`config.mk`:
```
export PLATFORM = sky130hd
export DESIGN_NAME = sync_fifo
export DESIGN_NICKNAME = d
export VERILOG_FILES = /design/src/rtl/sync_fifo.sv
export SDC_FILE = /design/constraint.sdc
export NUM_CORES = 1
export LEC_CHECK = 0
export ABC_AREA = 0
export BUFFER_PORTS_ARGS = -buffer_cell sky130_fd_sc_hd__buf_2
export CAP_MARGIN = 20
export CORE_MARGIN = 3
export CORE_UTILIZATION = 40
export DETAILED_ROUTE_END_ITERATION = 8
export PLACE_DENSITY = 0.64
export SLEW_MARGIN = 5
export SYNTH_ARGS = -nofsm -noshare
export SYNTH_HDL_FRONTEND = slang
export SYNTH_SLANG_ARGS = --single-unit
```
`constraint.sdc`:
```
create_clock -name clk -period 2.9 [get_ports clk]
set_clock_uncertainty 0.05 [all_clocks]
set_input_delay 0.145 -clock clk [delete_from_list [all_inputs] [get_ports clk]]
set_output_delay 0.145 -clock clk [all_outputs]
set_load 0.05 [all_outputs]
```
`src/rtl/sync_fifo.sv`:
```
// sync_fifo: single-clock first-word-fall-through FIFO with occupancy count
// and programmable almost-full / almost-empty flags.
// Optional build macro SYNC_FIFO_ERR_EN adds sticky overflow/underflow ports.
module sync_fifo #(
  parameter int unsigned WIDTH        = 8,
  parameter int unsigned ENTRIES      = 16,
  parameter int unsigned AFULL_LEVEL  = 12,
  parameter int unsigned AEMPTY_LEVEL = 4
) (
  input  logic                       clk,
  input  logic                       rst,
  input  logic [WIDTH-1:0]           din,
  input  logic                       wput,
  output logic                       full,
  output logic                       almost_full,
  output logic [WIDTH-1:0]           dout,
  input  logic                       rget,
  output logic                       empty,
  output logic                       almost_empty,
  output logic [$clog2(ENTRIES):0]   count
`ifdef SYNC_FIFO_ERR_EN
  ,
  output logic                       overflow,
  output logic                       underflow
`endif
);

  localparam int unsigned AW = $clog2(ENTRIES);
  localparam int unsigned PW = AW + 1;

  logic [WIDTH-1:0] mem_q [ENTRIES];
  logic [PW-1:0]    wptr_q, wptr_d;
  logic [PW-1:0]    rptr_q, rptr_d;
  logic [PW-1:0]    count_q, count_d;
  logic             push;
  logic             pop;

  // Status flags come from registered pointers only; the wrap bit separates full from empty
  always_comb begin
    empty        = (wptr_q == rptr_q);
    full         = (wptr_q[AW-1:0] == rptr_q[AW-1:0]) && (wptr_q[AW] != rptr_q[AW]);
    almost_full  = (count_q >= PW'(AFULL_LEVEL));
    almost_empty = (count_q <= PW'(AEMPTY_LEVEL));
    count        = count_q;
    dout         = empty ? '0 : mem_q[rptr_q[AW-1:0]];
  end

  // Request acceptance against pre-edge flags, next pointer and count values
  always_comb begin
    push    = wput && !full;
    pop     = rget && !empty;
    wptr_d  = wptr_q;
    rptr_d  = rptr_q;
    count_d = count_q;
    if (push) wptr_d = wptr_q + PW'(1);
    if (pop)  rptr_d = rptr_q + PW'(1);
    case ({push, pop})
      2'b10:   count_d = count_q + PW'(1);
      2'b01:   count_d = count_q - PW'(1);
      default: count_d = count_q;
    endcase
  end

  // Pointer and count registers
  always_ff @(posedge clk) begin
    if (rst) begin
      wptr_q  <= '0;
      rptr_q  <= '0;
      count_q <= '0;
    end else begin
      wptr_q  <= wptr_d;
      rptr_q  <= rptr_d;
      count_q <= count_d;
    end
  end

  // Storage array; contents survive reset, write suppressed while in reset
  always_ff @(posedge clk) begin
    if (push && !rst) mem_q[wptr_q[AW-1:0]] <= din;
  end

`ifdef SYNC_FIFO_ERR_EN
  logic overflow_q, overflow_d;
  logic underflow_q, underflow_d;

  // Sticky error capture for rejected requests
  always_comb begin
    overflow_d  = overflow_q  || (wput && full);
    underflow_d = underflow_q || (rget && empty);
    overflow    = overflow_q;
    underflow   = underflow_q;
  end

  // Error flag registers, cleared only by reset
  always_ff @(posedge clk) begin
    if (rst) begin
      overflow_q  <= 1'b0;
      underflow_q <= 1'b0;
    end else begin
      overflow_q  <= overflow_d;
      underflow_q <= underflow_d;
    end
  end
`endif

endmodule
```
==> results of run 1 <==
-- state kept, by name (all words and copies together) (netlist names), named ones only --
register and cells:
count 5, mem_q 128, rptr_q 5, wptr_q 5
-- metal layers --
| layer | track usage | up-vias | routed length, um | part of all wire |
|---|---|---|---|---|
| met5 | 0 | - | 0 | 0 |
| met4 | 0.0563 | 0 | 163 | 0.013 |
| met3 | 0.0463 | 16 | 524 | 0.042 |
| met2 | 0.260 | 63 | 6140 | 0.49 |
| met1 | 0.207 | 1740 | 5710 | 0.46 |
| li1 | - | 1598 | - | - |
-- area by class of cell --
type,instances,share of cell area
Multi-Input combinational cell,199,0.254
Inverter,8,0.00409
Clock buffer,18,0.0585
Timing Repair Buffer,62,0.0539
Tap cell,184,0.0314
Clock inverter,14,0.0218
Sequential cell,147,0.576
-- cells by family (layout without fill, tap and decap cells) --
group | Yosys count | count (layout) | share of synthesized area
flops | 147 | 147 | 0.683
simple gates | 83 | 83 | 0.0714
buf+inv | 27 | 102 | 0.0222
compound gates | 39 | 39 | 0.0455
xor+xnor | 9 | 9 | 0.0127
fa+ha+maj | 10 | 10 | 0.0214
mux | 58 | 58 | 0.144
-- metrics by stage --
step	total power [mW]	util	hold slack (ps)	area, sq um
after floorplan	3.13	-	194	6190
after global placement	3.36	0.456	474	6750
after detailed placement	3.38	0.456	478	6750
after CTS	5.55	0.495	28.3	7340
after global routing	5.71	0.495	46.3	7340
final	5.49	0.495	50.9	7340
-- worst paths after layout --
kind / start / to / depth (start not counted)
min: wput / wptr_q[1] / 3
max reg2reg: wptr_q[0] / count[4] / 9
max: wptr_q[0] / count[4] / 9
min reg2reg: count[3] / count[3] / 2
-- cells in the mapped netlist (3+ instances only) --
cell       instances  area share
o2111ai_1          4      0.0057
nor2_1            15      0.0091
edfxtp_1         128        0.62
nand3_1            9      0.0073
mux2i_1           27       0.044
or2_2              8      0.0081
a21o_1             3      0.0036
clkbuf_1           9      0.0055
xnor2_1            6      0.0085
nor3_1             9      0.0073
inv_1              7      0.0042
dfxtp_1           19       0.061
buf_4              5      0.0061
mux4_2            24       0.087
nand2_1           13      0.0079
nor4_1             6      0.0061
nand4_1            6      0.0061
ha_1               9       0.018
mux2_2             7       0.013
nand2b_1           5      0.0051
a21oi_1           15       0.012
nor2b_1            8      0.0081
xor2_1             3      0.0042
a22oi_1            5      0.0061
-- power breakdown --
group / internal, mW / leakage [nW] / switching (mW)
clock: 1.35 / 0.289 / 0.819
combinational: 0.322 / 0.916 / 0.581
sequential: 2.34 / 1.31 / 0.0811
-- tightest hold or removal path: stages --
cell       delay, ps
buf_2            150
o2111ai_1         90
o31ai_1           80
==> out/metrics.cfg, run 1 <==
[floorplanning]
start_util = 0.418
rows = 44
die_x_um = 130
die_area_sq_um = 17000
die_h_um = 130
coreArea_sq_um = 14800
io_pins = 29

[grt]
grt.total_usage = 0.160
grt_pass1_wl_um = 20100
grt_max_degree = 31
antenna_found_initial = 0
grt-ovfl-total = 0
grt_pass1_vias = 3580

[synth]
synth_flop_cell = edfxtp_1
async_flop_share = 0
avgSynthCellArea_sq_um = 16.6
yosysSeqAreaShare = 0.683
synth_edf_count = 128
synth_area_sq_um = 6190
yosysUniqueCellTypes = 41
synth-seq-cells = 147
yosysWarnings = 0
synthesis.nets = 395
synthCells = 373

[timing]
maxSlewHeadroom = 0.493
layout_min_cycle_time_ps = 2750
hold_violations = 0
worst_pin_slew_ps = 757
grt_setup_unrepaired = no
finalCritPeriodShare = 0.949
fin_ws_ps = 147
final-setup-viol-count = 0
fmaxAchievable_ghz = 0.363
drv_slew = 0
setup-tns-final_ps = 0

[detailed_routing]
vias = 3417
via_per_inst = 5.41
first_pass_iters = 4
drt-wirelength-per-cell_um = 19.8
finalWirelength_um = 12500
drt_iter0_markers = 211
route.detailed.drc = 0
ant_nets = 0

[clock_network]
htree_levels = 4
numCtsBuffers = 17
cts_resized = 0
path_clk_slew_ps = 60
cts-hold-fix-buffers = 0
clk_latency_ps = 410
cts_tree = yes
clock_sinks = 147
clockBufferDepth = 2
cts_root_buf = clkbuf_16
cts_setup_buffers = 0

[finish]
nFillCells = 1230
drive_above_1_share = 0.321
instances_no_fill = 632
multi_input_area_sq_um = 1870
seq_area_sq_um = 4230
final_cell_mix = edfxtp_1, buf_4, buf_2
area_delta_synth_final_pct = 18.6
final_common_cell = edfxtp_1
antenna_cells = 0
fin_nets = 457

[status]
status = completed

[setup_path]
crit_path_end_kind = flip-flop
start_kind = flip-flop
worst_ep_arrival_time_ps = 3010
crit_path_max_fanout = 6
critical-path-top-delay-family = adder cells
max_stage_delay_ps = 440
critPathKind = reg2reg
crit_buf_inv = 0
r2r_setup_slack_ps = 150
crit_required_ps = 3150
crit_slowest_cell = dfxtp_1
path_cells = xnor2_1, and4_1, a21oi_2, ha_2, fa_2, a21o_1, a21oi_1, mux2i_1, mux2_2

[pwr]
leakagePower_nw = 2.51
power.density_nw_per_um2 = 749
ir_worst_vdd_v = 0.000561

[placement]
dpl.hpwl_um = 8330
place_inst = 600
io_buffers = 28
globalplace.congestion = 0.818
place_ws_ps = 167

[job]
cap_violations = 0

[hold_path]
hold_path.class = in2reg

No activity file was read; power rests on OpenSTA's default activity.
==> inputs of run 2 (changes only) <==
--- a/config.mk
+++ b/config.mk
@@ -6,5 +6,4 @@
 export NUM_CORES = 1
 export LEC_CHECK = 0
-export ABC_AREA = 0
 export BUFFER_PORTS_ARGS = -buffer_cell sky130_fd_sc_hd__buf_2
 export CAP_MARGIN = 20
==> constraint.sdc (replaced) <==
create_clock -name clk -period 2.9 [get_ports clk]
set_clock_uncertainty 0.05 [all_clocks]
set_input_delay 0.435 -clock clk [delete_from_list [all_inputs] [get_ports clk]]
set_output_delay 0.435 -clock clk [all_outputs]
set_load 0.05 [all_outputs]
==> run 2 against run 1 <==
  * Setup slack improved by 4.5 ps
  * Die area did not move
  * Core utilization rose by 0.21 points
  * First-iteration DRC count rose by 22%
  * Critical path type is now reg2out
  * Sequential power barely moved
  * Critical path depth fell by 3
  * Count of clock-buffer cells in the layout rose by 2
  * Largest power group unchanged
==> out/metrics.cfg, run 2 (same netlist as run 1, synthesis figures left out) <==
[clock_network]
clockBufferDepth = 2
clock_sinks = 147
cts-hold-fix-buffers = 0
htree_levels = 4
clk_latency_ps = 410
cts_root_buf = clkbuf_16
cts_tree = yes
cts_resized = 1
path_clk_slew_ps = 50
cts_setup_buffers = 0
numCtsBuffers = 17

[timing]
worst_pin_slew_ps = 666
hold_violations = 0
fin_ws_ps = 151
maxSlewHeadroom = 0.555
drv_slew = 0
finalCritPeriodShare = 0.948
final-setup-viol-count = 0
fmaxAchievable_ghz = 0.364
setup-tns-final_ps = 0
whs_ps = 346
layout_min_cycle_time_ps = 2750

[placement]
place_ws_ps = 164
dpl.hpwl_um = 8440
io_buffers = 28
globalplace.congestion = 0.871

[grt]
antenna_found_initial = 0
grt_pass1_wl_um = 20700
grt.total_usage = 0.166
grt-ovfl-total = 0
grt_max_degree = 31
grt_pass1_vias = 3744

[job]
cap_violations = 0

[finish]
drive_above_1_share = 0.319
area_delta_synth_final_pct = 19.1
largest_register_ffs = 128
antenna_cells = 0
fin_nets = 458
final_common_cell = edfxtp_1
nFillCells = 1245
final_cell_mix = edfxtp_1, buf_4, buf_2

[hold_path]
hold_path.startpoint = wput
hold_path_depth = 3
hold_path.class = in2reg
hold_path_end = wptr_q[1]

[detailed_routing]
ant_nets = 0
vias = 3467
first_pass_iters = 4
finalWirelength_um = 12900
drt-wirelength-per-cell_um = 20.4
via_per_inst = 5.49
drt_iter0_markers = 258
route.detailed.drc = 0

[setup_path]
r2r_cells = 9
r2r_end = count[4]
critPathKind = reg2out
crit_required_ps = 2410
crit_path_max_fanout = 30
crit_path_end_kind = primary output
worst_ep_arrival_time_ps = 2260
start_kind = flip-flop
timing.rr.start = rptr_q[2]
r2r_setup_slack_ps = 170

[pwr]
ir_worst_vdd_v = 0.000514
power.density_nw_per_um2 = 745
leakagePower_nw = 2.52

[floorplanning]
start_util = 0.418
die_h_um = 130
die_x_um = 130
die_area_sq_um = 17000
rows = 44
io_pins = 29
coreArea_sq_um = 14800

[status]
status = completed

-- run 2: how the worst max path moves through the flow --
stage	from	to	slack (ps)	cells past startpoint
6_report	flip-flop	dout[2]	150	6
5_1_grt	rptr_q[2]	count[4]	-1	9
4_1_cts	flip-flop	dout[2]	110	6
3_5_place_dp	rptr_q[2]	count[4]	160	9
3_3_place_gp	wptr_q[0]	count[4]	210	9
2_1_floorplan	wptr_q[2]	count[4]	20	13
-- run 2: critical path: stages, from the launching register on --
cell and delay, ps:
dfxtp_1 320, buf_12 190, mux4_2 350, mux2i_1 80
or2_2 290, a21oi_1 280, buf_2 330
-- run 2: metrics by stage --
step | instance area (sq um) | power [mW] | cells | utilization
2_1_floorplan | 6190 | 3.13 | 373 | -
3_3_place_gp | 6780 | 3.38 | 601 | 0.458
3_5_place_dp | 6780 | 3.39 | 601 | 0.458
4_1_cts | 7360 | 5.53 | 632 | 0.497
5_1_grt | 7370 | 5.71 | 632 | 0.498
6_report | 7370 | 5.49 | 632 | 0.498
-- run 2: layout make-up --
cell class / instances / area (sq um) / share of cell area
flip-flops and latches: 147 / 4230 / 0.574
clock buffers: 20 / 437 / 0.0593
well taps: 184 / 230 / 0.0312
inverters: 8 / 30.0 / 0.00408
clock inverters: 11 / 138 / 0.0187
repair buffers: 63 / 428 / 0.0581
multi-input cells: 199 / 1880 / 0.255
-- run 2: per-layer routing --
metal	wire length [um]	GRT usage
met1	5680	0.215
met2	6310	0.265
met3	658	0.0479
met4	247	0.0684
met5	0	0
-- run 2: report_power, final --
part,leakage (nW),internal [mW],switching (mW)
combinational,0.928,0.339,0.595
sequential,1.31,2.34,0.0784
clock,0.279,1.34,0.792
total,2.52,4.02,1.47
==> inputs of run 3 (changes only) <==
CORE_ASPECT_RATIO = 0.7   (was unset)
HOLD_SLACK_MARGIN = 0.12   (was unset)
REMOVE_ABC_BUFFERS = 1   (was unset)
==> run 3 against run 2 <==
  * Power fell by 0.56%
  * Sequential share of layout area barely moved
  * Combinational power barely moved
  * Non-clock buffer count fell by 7
  * Largest cell class unchanged
  * Highest routed layer unchanged
==> out/metrics.cfg, run 3 (same netlist as run 1, synthesis figures left out) <==
[status]
status = completed

[floorplanning]
die_area_sq_um = 17000
start_util = 0.415
io_pins = 29
coreArea_sq_um = 14900
die_h_um = 110
die_x_um = 155
rows = 37

[detailed_routing]
ant_nets = 0
first_pass_iters = 5
drt_iter0_markers = 226
via_per_inst = 5.27
route.detailed.drc = 0
vias = 3350
drt-wirelength-per-cell_um = 19.1
finalWirelength_um = 12200

[setup_path]
crit_path_max_fanout = 6
crit_path_end_kind = flip-flop
worst_ep_arrival_time_ps = 2960
max_stage_delay_ps = 410
path_cells = xnor2_2, and4_4, a21boi_4, inv_2, ha_2, fa_1, a21o_1, a21oi_1, mux2i_1, mux2_2
critical-path-top-delay-family = adder cells
crit_buf_inv = 1
crit_required_ps = 3150
start_kind = flip-flop
critPathKind = reg2reg
r2r_setup_slack_ps = 190
crit_slowest_cell = fa_1

[clock_network]
cts_tree = yes
numCtsBuffers = 17
path_clk_slew_ps = 60
cts_root_buf = clkbuf_16
clock_sinks = 147
clk_latency_ps = 410
cts-hold-fix-buffers = 0
htree_levels = 4
clockBufferDepth = 2

[pwr]
power.density_nw_per_um2 = 740
ir_worst_vdd_v = 0.000388
leakagePower_nw = 2.49

[finish]
fin_nets = 451
antenna_cells = 0
multi_input_area_sq_um = 1900
largest_register_ffs = 128
final_cell_mix = edfxtp_1, buf_2, mux2i_1
seq_area_sq_um = 4230
drive_above_1_share = 0.336
nFillCells = 1239
final_common_cell = edfxtp_1
area_delta_synth_final_pct = 19.2

[timing]
grt_setup_unrepaired = no
maxSlewHeadroom = 0.565
worst_pin_slew_ps = 652
finalCritPeriodShare = 0.935
whs_ps = 329
drv_slew = 0
fmaxAchievable_ghz = 0.369
hold_violations = 0
layout_min_cycle_time_ps = 2710
setup-tns-final_ps = 0
final-setup-viol-count = 0
fin_ws_ps = 188

[grt]
grt-ovfl-total = 0
grt_max_degree = 31
antenna_found_initial = 0
grt.total_usage = 0.155
grt_pass1_wl_um = 19300
grt_pass1_vias = 3467

[placement]
place_ws_ps = -54.1
dpl.hpwl_um = 7760
io_buffers = 28
globalplace.congestion = 0.828

[job]
cap_violations = 0

[hold_path]
hold_path.class = in2reg

## run 3: cell types whose count changed in the layout (fill, tap and decap cells not counted), moves of 3 or more
| cell | previous run | this run |
|---|---|---|
| clkinv_4 | 2 | 5 |
| xnor2_1 | 6 | 2 |
| xnor2_2 | 0 | 4 |
| clkbuf_1 | 3 | 0 |
| dfxtp_1 | 18 | 13 |
| inv_6 | 0 | 3 |
| buf_4 | 33 | 25 |
| clkinv_2 | 3 | 0 |
| dfxtp_2 | 0 | 6 |
## run 3: worst reg2reg max path, delay by kind of cell (launching register included)
family          cells  cell delay [ps]
flops               1              360
fa+ha+maj           2              640
compound gates      3              560
simple gates        1              220
xor+xnor            1              150
buf+inv             1               60
mux                 2              580
## run 3: metrics by stage
step	util	cells	total power [mW]	area [sq um]
6_report	0.495	636	5.46	7370
5_1_grt	0.495	636	5.68	7370
4_1_cts	0.491	635	5.50	7330
3_5_place_dp	0.452	604	3.36	6740
3_3_place_gp	0.452	604	3.36	6740
2_1_floorplan	-	354	3.09	6080
## run 3: final cells by class
type                       instances  share of cell area
sequential                       147               0.574
multi-input combinational        199               0.257
clock buffer                      17              0.0577
timing repair buffer              56              0.0526
tap                              195              0.0331
clock inverter                    14              0.0212
inverter                           8             0.00407
## run 3: repair_timing
| item | 4_1_cts | 5_1_grt |
|---|---|---|
| gates cloned | 0 | 0 |
| buffers inserted | 0 | 1 |
| gates resized for setup | 2 | 10 |
| pin swaps | 0 | 1 |
| setup endpoints to repair | 1 | 1 |
## run 3: layer usage
layer	GRT usage	wire length, um	vias up
li1	-	-	1589
met1	0.214	5260	1633
met2	0.244	5680	124
met3	0.0398	1170	4
met4	0.0460	50	0
met5	0	0	-
## run 3: path summary, 6_finish.rpt
| kind | start | to | depth (start not counted) |
|---|---|---|---|
| min | wput | wptr_q[1] | 3 |
| min reg2reg | count[3] | count[3] | 2 |
| max reg2reg | wptr_q[0] | count[4] | 10 |
| max | wptr_q[0] | count[4] | 10 |
## run 3: power by group
group	switching, mW	internal [mW]	total (mW)
clock	0.850	1.27	2.12
combinational	0.598	0.339	0.937
sequential	0.0531	2.34	2.40
total	1.50	3.96	5.46
